===== config.mk =====
export PLATFORM = sky130hd
export DESIGN_NAME = rx_bit_recovery
export DESIGN_NICKNAME = d
export VERILOG_FILES = /design/src/rtl/rx_bit_recovery.sv
export SDC_FILE = /design/constraint.sdc
export NUM_CORES = 1
export LEC_CHECK = 0
export ABC_AREA = 0
export CORE_AREA = 2 2 39 41
export DETAILED_ROUTE_END_ITERATION = 8
export DIE_AREA = 0 0 41 43
export SLEW_MARGIN = 20
export SYNTH_ARGS = -nofsm -noshare
export SYNTH_HDL_FRONTEND = slang
export SYNTH_SLANG_ARGS = --single-unit

===== constraint.sdc =====
create_clock -name clk -period 3.9 [get_ports clk]
set_clock_uncertainty 0.05 [all_clocks]
set_input_delay 0.78 -clock clk [delete_from_list [all_inputs] [get_ports clk]]
set_output_delay 0.78 -clock clk [all_outputs]
set_load 0.01 [all_outputs]

===== src/rtl/rx_bit_recovery.sv =====
// rx_bit_recovery: receive-side bit timing recovery.
// Resynchronises a per-bit counter on every line edge, samples the line at
// mid-bit, NRZI-decodes the samples and (optionally) removes stuffed bits.
// Optional feature macro: RX_BIT_RECOVERY_UNSTUFF_EN
//   defined   -> stuffed-zero removal and stuff_err_o reporting
//   undefined -> every sample is emitted directly, stuff_err_o is tied to 0
module rx_bit_recovery #(
  parameter int   CLKS_PER_BIT = 8,
  parameter int   SAMPLE_POINT = 4,
  parameter logic IDLE_LEVEL   = 1'b1,
  parameter int   STUFF_LIMIT  = 6
) (
  input  logic clk,
  input  logic n_rst,
  input  logic data_i,
  input  logic edge_found_i,
  input  logic enable_i,
  output logic bit_o,
  output logic bit_valid_o,
  output logic stuff_err_o
);

  localparam int CNT_W = (CLKS_PER_BIT > 1) ? $clog2(CLKS_PER_BIT) : 1;
  localparam logic [CNT_W-1:0] CNT_MAX    = CNT_W'(CLKS_PER_BIT - 1);
  localparam logic [CNT_W-1:0] SAMPLE_CNT = CNT_W'(SAMPLE_POINT);

  // Reject parameter sets that cannot produce a sample point inside the bit.
  if (CLKS_PER_BIT < 4 || SAMPLE_POINT < 1 || SAMPLE_POINT >= CLKS_PER_BIT ||
      STUFF_LIMIT < 1) begin : g_bad_param
    $error("rx_bit_recovery: illegal parameter combination");
  end

  logic [CNT_W-1:0] r_cnt;
  logic             r_prev_level;
  logic             r_bit;
  logic             r_bit_valid;
  logic             w_sample;
  logic             w_dec;
  logic             w_emit;

  // An edge restarts the bit period, so it also suppresses a coincident sample.
  assign w_sample = enable_i & ~edge_found_i & (r_cnt == SAMPLE_CNT);
  // NRZI: no transition since the previous sample decodes as a 1.
  assign w_dec    = (data_i == r_prev_level);

  // Per-bit counter: cleared while disabled or on an edge, otherwise wraps.
  always_ff @(posedge clk or negedge n_rst) begin
    if (!n_rst) begin
      r_cnt <= '0;
    end else if (!enable_i || edge_found_i) begin
      r_cnt <= '0;
    end else if (r_cnt == CNT_MAX) begin
      r_cnt <= '0;
    end else begin
      r_cnt <= r_cnt + 1'b1;
    end
  end

  // NRZI reference level: last sampled level, back to idle when disabled.
  always_ff @(posedge clk or negedge n_rst) begin
    if (!n_rst) begin
      r_prev_level <= IDLE_LEVEL;
    end else if (!enable_i) begin
      r_prev_level <= IDLE_LEVEL;
    end else if (w_sample) begin
      r_prev_level <= data_i;
    end
  end

`ifdef RX_BIT_RECOVERY_UNSTUFF_EN
  localparam int ONES_W = $clog2(STUFF_LIMIT + 1);
  localparam logic [ONES_W-1:0] ONES_MAX = ONES_W'(STUFF_LIMIT);

  logic [ONES_W-1:0] r_ones;
  logic              r_stuff_err;
  logic              w_at_limit;
  logic              w_err;

  // After STUFF_LIMIT ones the next bit is a stuffed 0 and is never emitted;
  // a 1 in that slot is a stuffing violation.
  assign w_at_limit = (r_ones == ONES_MAX);
  assign w_emit     = w_sample & ~w_at_limit;
  assign w_err      = w_sample & w_at_limit & w_dec;

  // Run length of consecutive decoded ones.
  always_ff @(posedge clk or negedge n_rst) begin
    if (!n_rst) begin
      r_ones <= '0;
    end else if (!enable_i) begin
      r_ones <= '0;
    end else if (w_sample) begin
      if (w_dec && !w_at_limit) begin
        r_ones <= r_ones + 1'b1;
      end else begin
        r_ones <= '0;
      end
    end
  end

  // Stuffing-violation strobe, one cycle wide.
  always_ff @(posedge clk or negedge n_rst) begin
    if (!n_rst) begin
      r_stuff_err <= 1'b0;
    end else begin
      r_stuff_err <= w_err;
    end
  end

  assign stuff_err_o = r_stuff_err;
`else
  assign w_emit      = w_sample;
  assign stuff_err_o = 1'b0;
`endif

  // Decoded bit and its strobe; the bit holds between strobes.
  always_ff @(posedge clk or negedge n_rst) begin
    if (!n_rst) begin
      r_bit       <= 1'b0;
      r_bit_valid <= 1'b0;
    end else begin
      r_bit_valid <= w_emit;
      if (w_emit) begin
        r_bit <= w_dec;
      end
    end
  end

  assign bit_o       = r_bit;
  assign bit_valid_o = r_bit_valid;

endmodule

==> metrics.md, run 1 <==
| Metric | Value |
|---|---|
| Met2 Usage GRT | 12.81% |
| Setup slack, reg-to-reg | 2.57 ns |
| DRT antenna net count | 0 |
| Area Growth Syn to Fin | 33.47% |
| Final Hold Vio Count | 0 |
| Core area | 0.001384 mm2 |
| Yosys warning total | 0 |
| Bufs and invs on worst path | 1 |
| Clk buf depth | 2 |
| Cts hold-fix bufs | 0 |
| Vias in the first global route | 204 |
| All-Layer GR Usage | 8.157% |
| Synth cell types | 12 |
| Crit Path Class | flip-flop to primary output |
| Global-route wire length before repair | 883 um |
| Mapped Nets | 29 |
| Total negative slack | 0 ns |
| PwrDens | 348.7 mW/mm2 |
| Synth Area per Inst | 14.06 um2 |
| Maximum VDD drop | 0.09470 mV |
| ANT cells | 0 |
| Detailed Route WL | 499 um |
| Fmax | 0.5086 GHz |
| Cell family with most CP delay | buffers and inverters |
| CP Data Required Time | 3.07 ns |
| Largest net degree at the start of global routing | 7 |
| # fillers | 145 |
| Crit-path max FO | 2 |
| Ratio of cells with drive above 1 in the final layout | 30.00% |
| Part of the cycle the worst path needs | 50.42% |
| Multi-input gate area | 128.9 um2 |
| TritonCTS clock tree | built |
| Sequential Area | 151.4 um2 |
| Outcome | finished clean |
| CTS Buf Count | 3 |
| Die area | 0.001763 mm2 |
| # IOs | 8 |
| Critical path capture point type | primary output |
| Pwr Total | 0.1374 mW |
| Count of state elements after synthesis | 6 |
| Final core utilization | 28.48% |
| Starting DRT DRC Count | 4 |
| Root buf cell | clkbuf_4 |
| Worst skew pair latency | 0.25 ns |
| Initial antenna violation count | 0 |
| Vias per cell | 3.739 |
| Clock sinks | 6 |
| GRT Residual Overflow | 0 |
| Final setup vio count | 0 |
| Gpl congestion | 0.5655 |
| Post-CTS setup buffers | 0 |
| Worst Hold Class | flip-flop to flip-flop |
| Final Max Slew Viols | 0 |
| Crit path time final | 1.966 ns |
| Leakage power | 0.1873 nW |
| Drt drc | 0 |
| RSZ-0062 raised after global routing | no |
| Largest stage delay on the critical path | 0.54 ns |
| Crit path DAT | 1.14 ns |
| Clk slew on worst S/H paths | 0.05 ns |
| Critical Path Start Type | flip-flop |
| Cells after synthesis | 21 |
| Die W | 41 um |
| Sequential area share after synthesis | 51.27% |
| H-tree Lvls | 1 |
| Row count | 14 |
| Initial Util | 21.34% |
| Met1 usage | 6.169% |
| CP max-delay cell | clkdlybuf4s50_1 |
| Cell Chain, Critical Path | clkdlybuf4s50_1 |
| Routed vias | 172 |
| DR pass1 iterations | 2 |
| # nets final | 39 |
| # port buffers | 6 |
| Syn Std Cell Area | 295.3 um2 |
| Die height | 43 um |
| Busiest metal layer after global routing | met2 |
| WL/cell | 10.85 um |
| GRT met3 Usage | 4.712% |
| Max Cap Viol | 0 |
| Post_cts resized | 0 |
[worst reg2reg max path: cells and delay by family (launching register included)]
family,cells,cell delay [ns]
flip-flops,1,0.40
multiplexers,1,0.30
AND/OR/NAND/NOR,1,0.26
adder cells (fa/ha/maj),1,0.13
buffers and inverters,1,0.07
[metrics by stage]
| stage | instance area (um2) | worst slack [ns] | std cells | hold slack, ns |
|---|---|---|---|---|
| finish | 394.1 | 1.934 | 46 | 0.4322 |
| global route | 394.1 | 1.895 | 46 | 0.4572 |
| CTS | 394.1 | 1.913 | 46 | 0.4380 |
| detailed placement | 367.9 | 1.794 | 42 | 0.4325 |
| global placement | 367.9 | 1.823 | 42 | 0.4132 |
| floorplan | 295.3 | 2.331 | 21 | 0.3858 |
[cells in the final DEF (no fill, tap or decap), types with 2 or more instances in the layout]
| cell | count |
|---|---|
| ha_1 | 3 |
| dfrtp_1 | 5 |
| and3b_2 | 2 |
| mux2_4 | 2 |
| inv_1 | 2 |
| clkbuf_4 | 3 |
| clkdlybuf4s50_1 | 6 |
[routing by layer]
layer	wire length, um	up-vias
li1	-	87
met3	15	0
met5	0	-
met1	156	81
met4	0	0
met2	326	4
[state kept, by name (all words and copies together), names as in the netlist]
register      flops
bit_o             1
bit_valid_o       1
r_cnt             3
r_prev_level      1
[cell families (layout without fill, tap and decap cells)]
| family | count (synthesis) | in the layout | synth area share (%) |
|---|---|---|---|
| xor+xnor | 1 | 1 | 2.967 |
| fa+ha+maj | 3 | 3 | 12.71 |
| buf+inv | 3 | 12 | 5.087 |
| flops | 6 | 6 | 51.27 |
| mux | 2 | 2 | 10.17 |
| other cells | 1 | 1 | 1.270 |
| simple gates | 5 | 5 | 16.53 |
[synth_stat cells]
master	n	area share, %
dfrtp_1	5	42
ha_1	3	13
and3b_2	2	6.8
inv_1	2	2.5
mux2_4	2	10
and4b_4	1	4.7
buf_4	1	2.5
conb_1	1	1.3
dfstp_2	1	8.9
nand2b_1	1	2.1
nor4b_1	1	3.0
xnor2_1	1	3.0
[area by class of cell]
cell class | count | share of cell area, %
well taps | 16 | 5.079
inverters | 2 | 1.905
repair buffers | 6 | 15.24
flip-flops and latches | 6 | 38.41
multi-input cells | 12 | 32.70
clock buffers | 4 | 6.667
[path summary, 6_finish.rpt]
kind                       startpoint            to  cells after the start
hold reg to reg              r_cnt[0]      r_cnt[0]                      1
setup reg to reg             r_cnt[0]         bit_o                      4
min in group asynchronous       n_rst      r_cnt[0]                      1
setup / recovery                bit_o         bit_o                      1
max in group asynchronous       n_rst  r_prev_level                      1
hold / removal               r_cnt[0]      r_cnt[0]                      1
[power breakdown]
group	switching [mW]	leakage, nW	internal [mW]
logic	0.00439	0.0931	0.00636
registers	0.000960	0.0792	0.0638
clock network	0.0231	0.0150	0.0388
total	0.0285	0.187	0.109
Note: power is estimated with default switching activity, not from simulation.
==> run 2: changes to the inputs <==
==> constraint.sdc (replaced) <==
create_clock -name clk -period 1.82 [get_ports clk]
set_clock_uncertainty 0.05 [all_clocks]
set_input_delay 0.364 -clock clk [delete_from_list [all_inputs] [get_ports clk]]
set_output_delay 0.364 -clock clk [all_outputs]
set_load 0.01 [all_outputs]
==> run 2 against run 1 <==
  * Largest cell class unchanged
  * Non-clock buffer count unchanged
  * Worst setup slack got worse by 1.7 ns
  * Sequential power rose by 110%
  * Hold slack lost 0.13 ns
  * Clock power rose by 120%
  * Cell count stayed put
  * Utilization is the same
  * Sequential share of layout area unchanged
  * Design area unchanged
  * Critical path depth unchanged
  * Global-route usage decreased by 0.99 points
  * Combinational power grew 120%
==> metrics.md, run 2 (synthesis gave the netlist of run 1 again) <==
| Metric | Value |
|---|---|
| CP max-delay cell | clkdlybuf4s50_1 |
| Largest Register | r_cnt |
| WL/cell | 10.07 um |
| # nets final | 39 |
| Die W | 41 um |
| Sw power | 0.06338 mW |
| Largest net degree at the start of global routing | 7 |
| Cell Chain, Critical Path | clkdlybuf4s50_1 |
| CP Data Required Time | 1.41 ns |
| Critical path capture point type | primary output |
| Worst R2R Path Depth | 4 |
| RSZ-0062 raised after global routing | no |
| GRT Residual Overflow | 0 |
| Maximum VDD drop | 0.1316 mV |
| Die height | 43 um |
| Root buf cell | clkbuf_4 |
| Most common cell after layout, fill and taps aside | clkdlybuf4s50_1 |
| # fillers | 145 |
| # IOs | 8 |
| # port buffers | 6 |
| Crit-path max FO | 2 |
| DR pass1 iterations | 1 |
| ANT cells | 0 |
| Initial antenna violation count | 0 |
| Fmax | 0.6503 GHz |
| Crit path time final | 1.538 ns |
| Post_cts resized | 0 |
| Final setup margin | 0.2821 ns |
| DRT antenna net count | 0 |
| Global-route wire length before repair | 731 um |
| Clk buf depth | 2 |
| Worst skew pair latency | 0.25 ns |
| Bufs and invs on worst path | 1 |
| Clock share of power | 45.5% |
| Final Hold Vio Count | 0 |
| Die area | 0.001763 mm2 |
| Cts hold-fix bufs | 0 |
| Area Growth Syn to Fin | 33.47% |
| PwrDens | 753.4 mW/mm2 |
| Cell family with most CP delay | buffers and inverters |
| Final core utilization | 28.48% |
| Total negative slack | 0 ns |
| DP Worst Slack | 0.1353 ns |
| Worst Hold Class | primary input to asynchronous set/reset pin |
| Routed vias | 181 |
| Final Max Slew Viols | 0 |
| Final setup vio count | 0 |
| Vias per cell | 3.935 |
| WP depth | 1 |
| H-tree Lvls | 1 |
| Part of the cycle the worst path needs | 84.50% |
| Drt drc | 0 |
| Capturing point of the worst reg2reg path | bit_o |
| Sw Ratio | 21.34% |
| Outcome | finished clean |
| All-Layer GR Usage | 7.164% |
| Initial Util | 21.34% |
| Max FFs per register | 3 |
| Placed Area | 367.9 um2 |
| Most frequent cells in the layout | clkdlybuf4s50_1, dfrtp_1, ha_1, clkbuf_4 |
| Design area | 394.1 um2 |
| Worst r2r src | r_cnt[0] |
| Pwr Total | 0.2970 mW |
| Clk slew on worst S/H paths | 0.05 ns |
| Detailed Route WL | 463 um |
| Max Cap Viol | 0 |
| Row count | 14 |
| P_int | 0.2336 mW |
| Clock sinks | 6 |
| Setup slack, reg-to-reg | 0.49 ns |
| Vias in the first global route | 175 |
| Critical Path Start Type | flip-flop |
| Crit path DAT | 1.12 ns |
| Comb power frac | 7.9% |
| CP startpoint | bit_o |
| Post-CTS setup buffers | 0 |
| Gpl congestion | 0.5809 |
| CTS Buf Count | 3 |
| Sequential share of power | 46.6% |
| Largest stage delay on the critical path | 0.54 ns |
| Crit Path Class | flip-flop to primary output |
| Ratio of cells with drive above 1 in the final layout | 30.00% |
| Crit path capture | bit_o |
| Starting DRT DRC Count | 0 |
| Core area | 0.001384 mm2 |
| TritonCTS clock tree | built |
| Leakage power | 0.1873 nW |
## run 2: per-layer routing
| metal | up-vias | global-route usage (%) | share of wire, % |
|---|---|---|---|
| li1 | 86 | - | - |
| met1 | 93 | 6.536 | 40 |
| met2 | 2 | 8.438 | 57 |
| met3 | 0 | 3.141 | 2.4 |
| met4 | 0 | 12.00 | 0 |
| met5 | - | 0 | 0 |
## run 2: per-stage QoR
| stage | std cells | hold slack [ns] |
|---|---|---|
| 2_1_floorplan | 21 | 0.01841 |
| 3_3_place_gp | 42 | 0.4085 |
| 3_5_place_dp | 42 | 0.4195 |
| 4_1_cts | 46 | 0.3055 |
| 5_1_grt | 46 | 0.3000 |
| 6_report | 46 | 0.3040 |
## run 2: worst min-delay path by stage
stage                     to  slack [ns]  startpoint  depth (start not counted)
finish              r_cnt[0]        0.30       n_rst                          1
global route        r_cnt[0]        0.30       n_rst                          1
CTS                 r_cnt[0]        0.31       n_rst                          1
detailed placement  r_cnt[0]        0.42    r_cnt[0]                          1
global placement    r_cnt[0]        0.41    r_cnt[0]                          1
floorplan              bit_o        0.02       n_rst                          0
## run 2: area by class of cell
type / instances / area, um2 / share of cell area (%)
repair buffers: 6 / 60.06 / 15.24
flip-flops and latches: 6 / 151.4 / 38.41
multi-input cells: 12 / 128.9 / 32.70
clock buffers: 4 / 26.28 / 6.667
well taps: 16 / 20.02 / 5.079
inverters: 2 / 7.507 / 1.905
## run 2: power groups by stage
stage	Sequential [mW]	Clock, mW	Combinational [mW]
6_report	0.138	0.135	0.0234
5_1_grt	0.138	0.154	0.0257
4_1_cts	0.138	0.142	0.0239
3_5_place_dp	0.140	0	0.0238
3_3_place_gp	0.140	0	0.0231
2_1_floorplan	0.140	0	0.00917
==> run 3: changes to the inputs <==
==> constraint.sdc (replaced) <==
create_clock -name clk -period 1.4 [get_ports clk]
set_clock_uncertainty 0.05 [all_clocks]
set_input_delay 0.28 -clock clk [delete_from_list [all_inputs] [get_ports clk]]
set_output_delay 0.28 -clock clk [all_outputs]
set_load 0.01 [all_outputs]
==> run 3 against run 2 <==
  * Critical path depth up 3
  * Sequential power grew 30%
  * Total power grew 29%
  * Cell count up 4.3%
  * Critical path type is now flip-flop to flip-flop
  * Clock-buffer cell count did not move
  * Critical endpoint is now bit_o
==> metrics.md, run 3 (synthesis gave the netlist of run 1 again) <==
| Metric | Value |
|---|---|
| Outcome | finished clean |
| Multi-input gate area | 128.9 um2 |
| Part of the cycle the worst path needs | 95.41% |
| Largest net degree at the start of global routing | 7 |
| DR pass1 iterations | 1 |
| Leakage power | 0.2065 nW |
| # nets final | 41 |
| Fmax | 0.7487 GHz |
| Die W | 41 um |
| Worst skew pair latency | 0.24 ns |
| Worst Hold Class | primary input to asynchronous set/reset pin |
| # IOs | 8 |
| Routed vias | 189 |
| Die height | 43 um |
| TritonCTS clock tree | built |
| # port buffers | 6 |
| Initial Util | 21.34% |
| Cell Count, Final, Fillers Out | 48 |
| Vias in the first global route | 227 |
| Largest Register | r_cnt |
| Post-CTS setup buffers | 0 |
| CTS Buf Count | 3 |
| RSZ-0062 raised after global routing | no |
| DRT antenna net count | 0 |
| Final Hold Vio Count | 0 |
| Clk buf depth | 2 |
| Max Cap Viol | 0 |
| GRT Residual Overflow | 0 |
| Detailed Route WL | 544 um |
| Final setup margin | 0.06431 ns |
| Total negative slack | 0 ns |
| Worst R2R Path Depth | 4 |
| WL/cell | 11.33 um |
| Global-route wire length before repair | 862 um |
| Maximum VDD drop | 0.2334 mV |
| Crit-path max FO | 3 |
| Vias per cell | 3.938 |
| Clock sinks | 6 |
| Max FFs per register | 3 |
| # fillers | 153 |
| Row count | 14 |
| Post_cts resized | 2 |
| Initial antenna violation count | 0 |
| H-tree Lvls | 1 |
| Clk slew on worst S/H paths | 0.05 ns |
| Starting DRT DRC Count | 0 |
| Final core utilization | 29.39% |
| Placed cell count | 44 |
| Final Max Slew Viols | 0 |
| Critical path capture point type | flip-flop |
| Pwr Total | 0.3830 mW |
| Drt drc | 0 |
| CP Data Required Time | 1.47 ns |
| DP Worst Slack | -0.1444 ns |
| Final setup vio count | 0 |
| Critical Path Start Type | flip-flop |
| Gpl congestion | 0.6088 |
| Root buf cell | clkbuf_4 |
| Sequential Area | 151.4 um2 |
| Area Growth Syn to Fin | 37.71% |
| Die area | 0.001763 mm2 |
| Most frequent cells in the layout | dfrtp_1, clkdlybuf4s50_1, ha_1, clkbuf_4 |
| Crit path DAT | 1.40 ns |
| Crit Path Class | flip-flop to flip-flop |
| Cts hold-fix bufs | 0 |
| All-Layer GR Usage | 8.258% |
| PwrDens | 941.8 mW/mm2 |
| ANT cells | 0 |
| Ratio of cells with drive above 1 in the final layout | 34.38% |
| Crit path time final | 1.336 ns |
| Most common cell after layout, fill and taps aside | dfrtp_1 |
| Core area | 0.001384 mm2 |
run 3: cell types whose count changed in the layout (fill, tap and decap cells not counted), sizes merged:
cell	change
buf	+2
clkdlybuf4s50	-2
dlygate4sd2	+2
run 3: critical path, cell delays in order (launching register included):
cell,delay (ns)
dfrtp_1,0.40
inv_1,0.07
ha_1,0.13
and4b_4,0.26
mux2_4,0.30
run 3: layout make-up:
cell class / instances / area share [%]
Sequential cell: 6 / 37.23
Multi-Input combinational cell: 12 / 31.69
Timing Repair Buffer: 8 / 17.85
Clock buffer: 4 / 6.462
Tap cell: 16 / 4.923
Inverter: 2 / 1.846
run 3: metrics by stage:
stage	cell area [um2]	hold WS, ns
2_1_floorplan	295.3	-0.06559
3_3_place_gp	382.9	0.4104
3_5_place_dp	382.9	0.4418
4_1_cts	406.6	0.2223
5_1_grt	406.6	0.2229
6_report	406.6	0.2265
run 3: worst paths after layout:
| path | slack (ns) | startpoint | end |
|---|---|---|---|
| max | 0.06 | r_cnt[0] | bit_o |
| min | 0.23 | n_rst | r_cnt[0] |
| max reg2reg | 0.06 | r_cnt[0] | bit_o |
| min reg2reg | 0.44 | r_cnt[0] | r_cnt[0] |
| max in group asynchronous | 0.80 | n_rst | r_prev_level |
| min in group clk | 0.44 | r_cnt[0] | r_cnt[0] |
run 3: power by group:
group / internal (mW) / switching, mW
Sequential: 0.178 / 0.00267
Combinational: 0.0206 / 0.0137
Clock: 0.108 / 0.0605
run 3: routing by layer:
metal	global-route usage, %	share of wire (%)	wire length, um
met3	3.141	2.2	12
met5	0	0	0
met4	10.00	2.6	14
met2	14.69	65	353
met1	4.545	30	163
